**config.mk**
```make
export PLATFORM = sky130hd
export DESIGN_NAME = line_buffer_ctrl
export DESIGN_NICKNAME = d
export VERILOG_FILES = /design/src/rtl/line_buffer_ctrl.sv
export SDC_FILE = /design/constraint.sdc
export NUM_CORES = 1
export LEC_CHECK = 0
export CAP_MARGIN = 5
export CORE_ASPECT_RATIO = 1.25
export CORE_MARGIN = 2
export CORE_UTILIZATION = 56
export DETAILED_ROUTE_END_ITERATION = 7
export PLACE_DENSITY_LB_ADDON = 0.12
export SYNTH_ARGS = -nofsm -noshare
export SYNTH_HDL_FRONTEND = slang
export SYNTH_SLANG_ARGS = --single-unit
```
**constraint.sdc**
```tcl
create_clock -name clk -period 9.7 [get_ports clk]
set_clock_uncertainty 0.15 [all_clocks]
set_input_delay 1.94 -clock clk [delete_from_list [all_inputs] [get_ports clk]]
set_output_delay 1.94 -clock clk [all_outputs]
set_load 0.01 [all_outputs]
```
**src/rtl/line_buffer_ctrl.sv**
```systemverilog
// Line buffer controller: writes rotate across four line buffers while three
// completed lines are read in lock-step to form a vertical 3-pixel window column.
module line_buffer_ctrl #(
  parameter int WIDTH     = 8,
  parameter int IMG_WIDTH = 512,
  parameter int CNT_BITS  = 12
) (
  input  logic                 clk,
  input  logic                 reset,
  input  logic [WIDTH-1:0]     pixel_in,
  input  logic                 pixel_in_valid,
  output logic [WIDTH-1:0]     lb_data_in,
  output logic [3:0]           lb_wr_valid,
  output logic [3:0]           lb_rd_en,
  input  logic [4*WIDTH-1:0]   lb_data_out,
  output logic [3*WIDTH-1:0]   window_col,
  output logic                 window_valid,
  output logic                 line_done,
  output logic                 overflow
);

  localparam logic [CNT_BITS-1:0] LINE_LAST  = CNT_BITS'(IMG_WIDTH - 1);
  localparam logic [CNT_BITS-1:0] FILL_FULL  = CNT_BITS'(4 * IMG_WIDTH);
  localparam logic [CNT_BITS-1:0] FILL_START = CNT_BITS'(3 * IMG_WIDTH);
  localparam logic [CNT_BITS-1:0] ONE        = CNT_BITS'(1);

  typedef enum logic {IDLE = 1'b0, READ = 1'b1} state_t;

  state_t                state_q, state_d;
  logic [1:0]            wr_sel_q, wr_sel_d;
  logic [1:0]            rd_sel_q, rd_sel_d;
  logic [CNT_BITS-1:0]   wr_cnt_q, wr_cnt_d;
  logic [CNT_BITS-1:0]   rd_cnt_q, rd_cnt_d;
  logic [CNT_BITS-1:0]   fill_q, fill_d;
  logic [3*WIDTH-1:0]    window_col_q, window_col_d;
  logic                  window_valid_q, window_valid_d;
  logic                  line_done_q, line_done_d;
  logic                  overflow_q, overflow_d;

  logic                  full_s;
  logic                  accept_s;
  logic                  read_s;
  logic [1:0]            rd_sel1_s;
  logic [1:0]            rd_sel2_s;

  // Strobes are masked by reset so no buffer moves while the block is held.
  always_comb begin
    full_s      = (fill_q == FILL_FULL);
    accept_s    = pixel_in_valid & ~full_s & ~reset;
    read_s      = (state_q == READ) & ~reset;
    rd_sel1_s   = rd_sel_q + 2'd1;
    rd_sel2_s   = rd_sel_q + 2'd2;
    lb_data_in  = pixel_in;
    lb_wr_valid = 4'b0000;
    lb_rd_en    = 4'b0000;
    if (accept_s) begin
      lb_wr_valid[wr_sel_q] = 1'b1;
    end else begin
      lb_wr_valid = 4'b0000;
    end
    if (read_s) begin
      lb_rd_en[rd_sel_q]  = 1'b1;
      lb_rd_en[rd_sel1_s] = 1'b1;
      lb_rd_en[rd_sel2_s] = 1'b1;
    end else begin
      lb_rd_en = 4'b0000;
    end
  end

  // Next-state for counters, fill level, read FSM and window register.
  always_comb begin
    state_d        = state_q;
    wr_sel_d       = wr_sel_q;
    rd_sel_d       = rd_sel_q;
    wr_cnt_d       = wr_cnt_q;
    rd_cnt_d       = rd_cnt_q;
    window_col_d   = window_col_q;
    window_valid_d = (state_q == READ);
    line_done_d    = 1'b0;
    overflow_d     = overflow_q | (pixel_in_valid & full_s);

    if (accept_s) begin
      if (wr_cnt_q == LINE_LAST) begin
        wr_cnt_d = '0;
        wr_sel_d = wr_sel_q + 2'd1;
      end else begin
        wr_cnt_d = wr_cnt_q + ONE;
      end
    end else begin
      wr_cnt_d = wr_cnt_q;
    end

    case ({accept_s, read_s})
      2'b10:   fill_d = fill_q + ONE;
      2'b01:   fill_d = fill_q - ONE;
      default: fill_d = fill_q;
    endcase

    case (state_q)
      IDLE: begin
        if (fill_q >= FILL_START) begin
          state_d = READ;
        end else begin
          state_d = IDLE;
        end
      end
      READ: begin
        // Oldest line (rd_sel) lands in the MSBs.
        window_col_d = {lb_data_out[int'(rd_sel_q) * WIDTH +: WIDTH],
                        lb_data_out[int'(rd_sel1_s) * WIDTH +: WIDTH],
                        lb_data_out[int'(rd_sel2_s) * WIDTH +: WIDTH]};
        if (rd_cnt_q == LINE_LAST) begin
          state_d     = IDLE;
          rd_cnt_d    = '0;
          rd_sel_d    = rd_sel_q + 2'd1;
          line_done_d = 1'b1;
        end else begin
          rd_cnt_d    = rd_cnt_q + ONE;
        end
      end
      default: state_d = IDLE;
    endcase
  end

  // State registers with synchronous reset.
  always_ff @(posedge clk) begin
    if (reset) begin
      state_q        <= IDLE;
      wr_sel_q       <= 2'd0;
      rd_sel_q       <= 2'd0;
      wr_cnt_q       <= '0;
      rd_cnt_q       <= '0;
      fill_q         <= '0;
      window_col_q   <= '0;
      window_valid_q <= 1'b0;
      line_done_q    <= 1'b0;
      overflow_q     <= 1'b0;
    end else begin
      state_q        <= state_d;
      wr_sel_q       <= wr_sel_d;
      rd_sel_q       <= rd_sel_d;
      wr_cnt_q       <= wr_cnt_d;
      rd_cnt_q       <= rd_cnt_d;
      fill_q         <= fill_d;
      window_col_q   <= window_col_d;
      window_valid_q <= window_valid_d;
      line_done_q    <= line_done_d;
      overflow_q     <= overflow_d;
    end
  end

  assign window_col   = window_col_q;
  assign window_valid = window_valid_q;
  assign line_done    = line_done_q;
  assign overflow     = overflow_q;

endmodule

```
==> impl_metrics.ini <==
[run_status]
status = completed

[clock_network]
cts_resized = 0
clock_path_buffers = 2
clock-sinks = 68
post_cts.repair.setup_buffers = 0
postCtsHoldBufs = 0
htree_levels = 3
numCtsBuffers = 9
insertion_delay_ns = 0.34
clkTransAtPathRegs_ns = 0.07
cts-root-buf = clkbuf_8
cts_tree = done

[worst_setup_path]
path_cells = clkdlybuf4s50_1, inv_1, a31o_2, nor2_1, and2_1, clkdlybuf4s50_1
cpMaxStageDelayCell = clkdlybuf4s50_1
crit_required_ns = 7.61
worstPathMaxFanout = 8
cp-startpoint = pixel_in_valid
r2r-start = fill_q[4]$_SDFFE_PP0P_
path_class = in -> out
cp.arrival_ns = 3.64
critPathMostFrequentCell = clkdlybuf4s50_1
critPathLaunchType = primary input
critPathCaptureType = output pin
cpPeakStageDelay_ns = 0.53

[drt]
drcViolationCount = 0
routed_wl_um = 9100
viasPerCell = 5.92
vias = 3473
drt_first_pass_iters = 7
drtIter0Drc = 178
ant_nets = 0
route.detailed.wl_per_inst_um = 15.5

[cells_and_area]
final_cells = 587
antenna_cells = 0
multi_input_area_um2 = 2480
area_growth_pct = 20.4
final_util = 0.701
fin_nets = 548
register_area_um2 = 1360
drive_gt1_frac = 0.113
fillers = 564

[synth]
synth_largest_area_cell = dfxtp_1
syn_area_um2 = 4090
synth_area_leaders = dfxtp_1, mux4_2, mux2i_1, nor2_1, ha_1
syn_area_per_cell_um2 = 9.11
yosysMostFrequentCell = nor2_1
synth_nets = 505
synth_top_cell_area_share = 0.333
ys_types = 51
ys_warn_count = 0
synth-seq-area-share = 0.333
synth_common_cells = nor2_1, dfxtp_1, mux2i_1
synth_edf_count = 0
async_reset_ff_frac = 0
ys_ff_latch = 68
ys.flop_type = dfxtp_1
synthCells = 449

[hold_path]
hp-class = reg -> reg
min_from = overflow$_SDFF_PP0_

[sta]
max_freq_mhz = 175
setup_tns_ns = 0
finalHoldViolCount = 0
worst_pin_slew_ns = 1.09
rsz0062_at_grt = false
holdWs_ns = 0.332
period_minus_slack_ns = 5.73
fin_crit_sh = 0.590
report.final.slew_viol_count = 0
setup_viol = 0
slew_headroom = 0.268

[placement]
place_inst = 571
gp_congestion = 0.825
portBuffers = 69
hpwl_um = 6420

[global_routing]
use_met2 = 0.411
met3_usage = 0.0563
track_usage = 0.242
grt_pass1_vias = 3337
met1_usage = 0.292
grt_overflow = 0
grt_max_degree = 70
grt_pass1_wl_um = 15300
antenna_found_initial = 0
grt.busiest_layer = met2

[floorplanning]
die_h_um = 99.5
die_area_um2 = 8010
fp.dieW_um = 80.4
rows = 34
core_um2 = 7020
start_util = 0.583
ioPinCount = 86

[power]
leakage_nw = 1.68
ir_drop_mv = 0.0933
power_density_nw_per_um2 = 114
p_total_mw = 0.559

[run]
maxCapViolations = 0
## logic make-up (layout without fill, tap and decap cells)
logic type | Yosys count | after routing | synth area share
DFF | 68 | 68 | 0.333
and+or+nand+nor | 175 | 175 | 0.216
buffers and inverters | 54 | 102 | 0.0603
adders and majority gates | 13 | 13 | 0.0398
muxes | 57 | 57 | 0.214
xor gates and xnor gates | 24 | 24 | 0.0514
AOI/OAI and AO/OA | 58 | 58 | 0.0860
## final timing paths
kind              slack, ns  cells past startpoint                 endpoint
hold / removal         0.33                      2      overflow$_SDFF_PP0_
setup / recovery       3.97                      6           lb_wr_valid[1]
setup reg to reg       4.60                     13  fill_q[10]$_SDFFE_PP0P_
hold reg to reg        0.33                      2      overflow$_SDFF_PP0_
## layout make-up
type,count,area share
multi-input combinational,327,0.504
sequential,68,0.277
timing repair buffer,73,0.145
clock buffer,12,0.0315
tap,90,0.0229
inverter,13,0.00991
clock inverter,4,0.00966
## metrics by stage
step	area (um^2)	setup WS, ns
global placement	4720	3.91
floorplan	4090	4.54
CTS	4920	3.96
finish	4920	3.97
global route	4920	3.79
detailed placement	4720	3.82
## placed cells by master (no fill, tap or decap), types with 10 or more instances in the layout
| master | n |
|---|---|
| clkdlybuf4s50_1 | 68 |
| nand2_1 | 21 |
| a21oi_1 | 20 |
| nor3_1 | 13 |
| mux4_2 | 24 |
| clkbuf_8 | 11 |
| mux2i_1 | 30 |
| ha_1 | 13 |
| dfxtp_1 | 68 |
| o21ai_0 | 17 |
| inv_1 | 13 |
| xor2_1 | 14 |
| xnor2_1 | 10 |
| nor2_1 | 71 |
## report_power, final
part           internal [mW]  total [mW]  switching (mW)
Combinational         0.0231      0.0397          0.0166
Sequential             0.280       0.282         0.00205
Clock                  0.132       0.237           0.105
## worst max-delay path: cells and delay by family
family,cells,cell delay [ns]
buf+inv,3,1.06
simple gates,2,0.36
compound gates,1,0.27
## per-layer routing
metal,part of all wire,vias up,routed length [um]
met5,0,-,0
met3,0.055,8,502
met2,0.53,102,4790
li1,-,1681,-
met4,0.012,0,105
met1,0.41,1682,3710
## sequential cells by signal (all words and copies together), names as in the netlist
name,count
rd_sel_q,2
fill_q,12
window_valid,1
line_done,1
state_q,1
wr_sel_q,2
window_col,24
wr_cnt_q,12
rd_cnt_q,12
overflow,1
No activity file was read; power rests on OpenSTA's default activity.
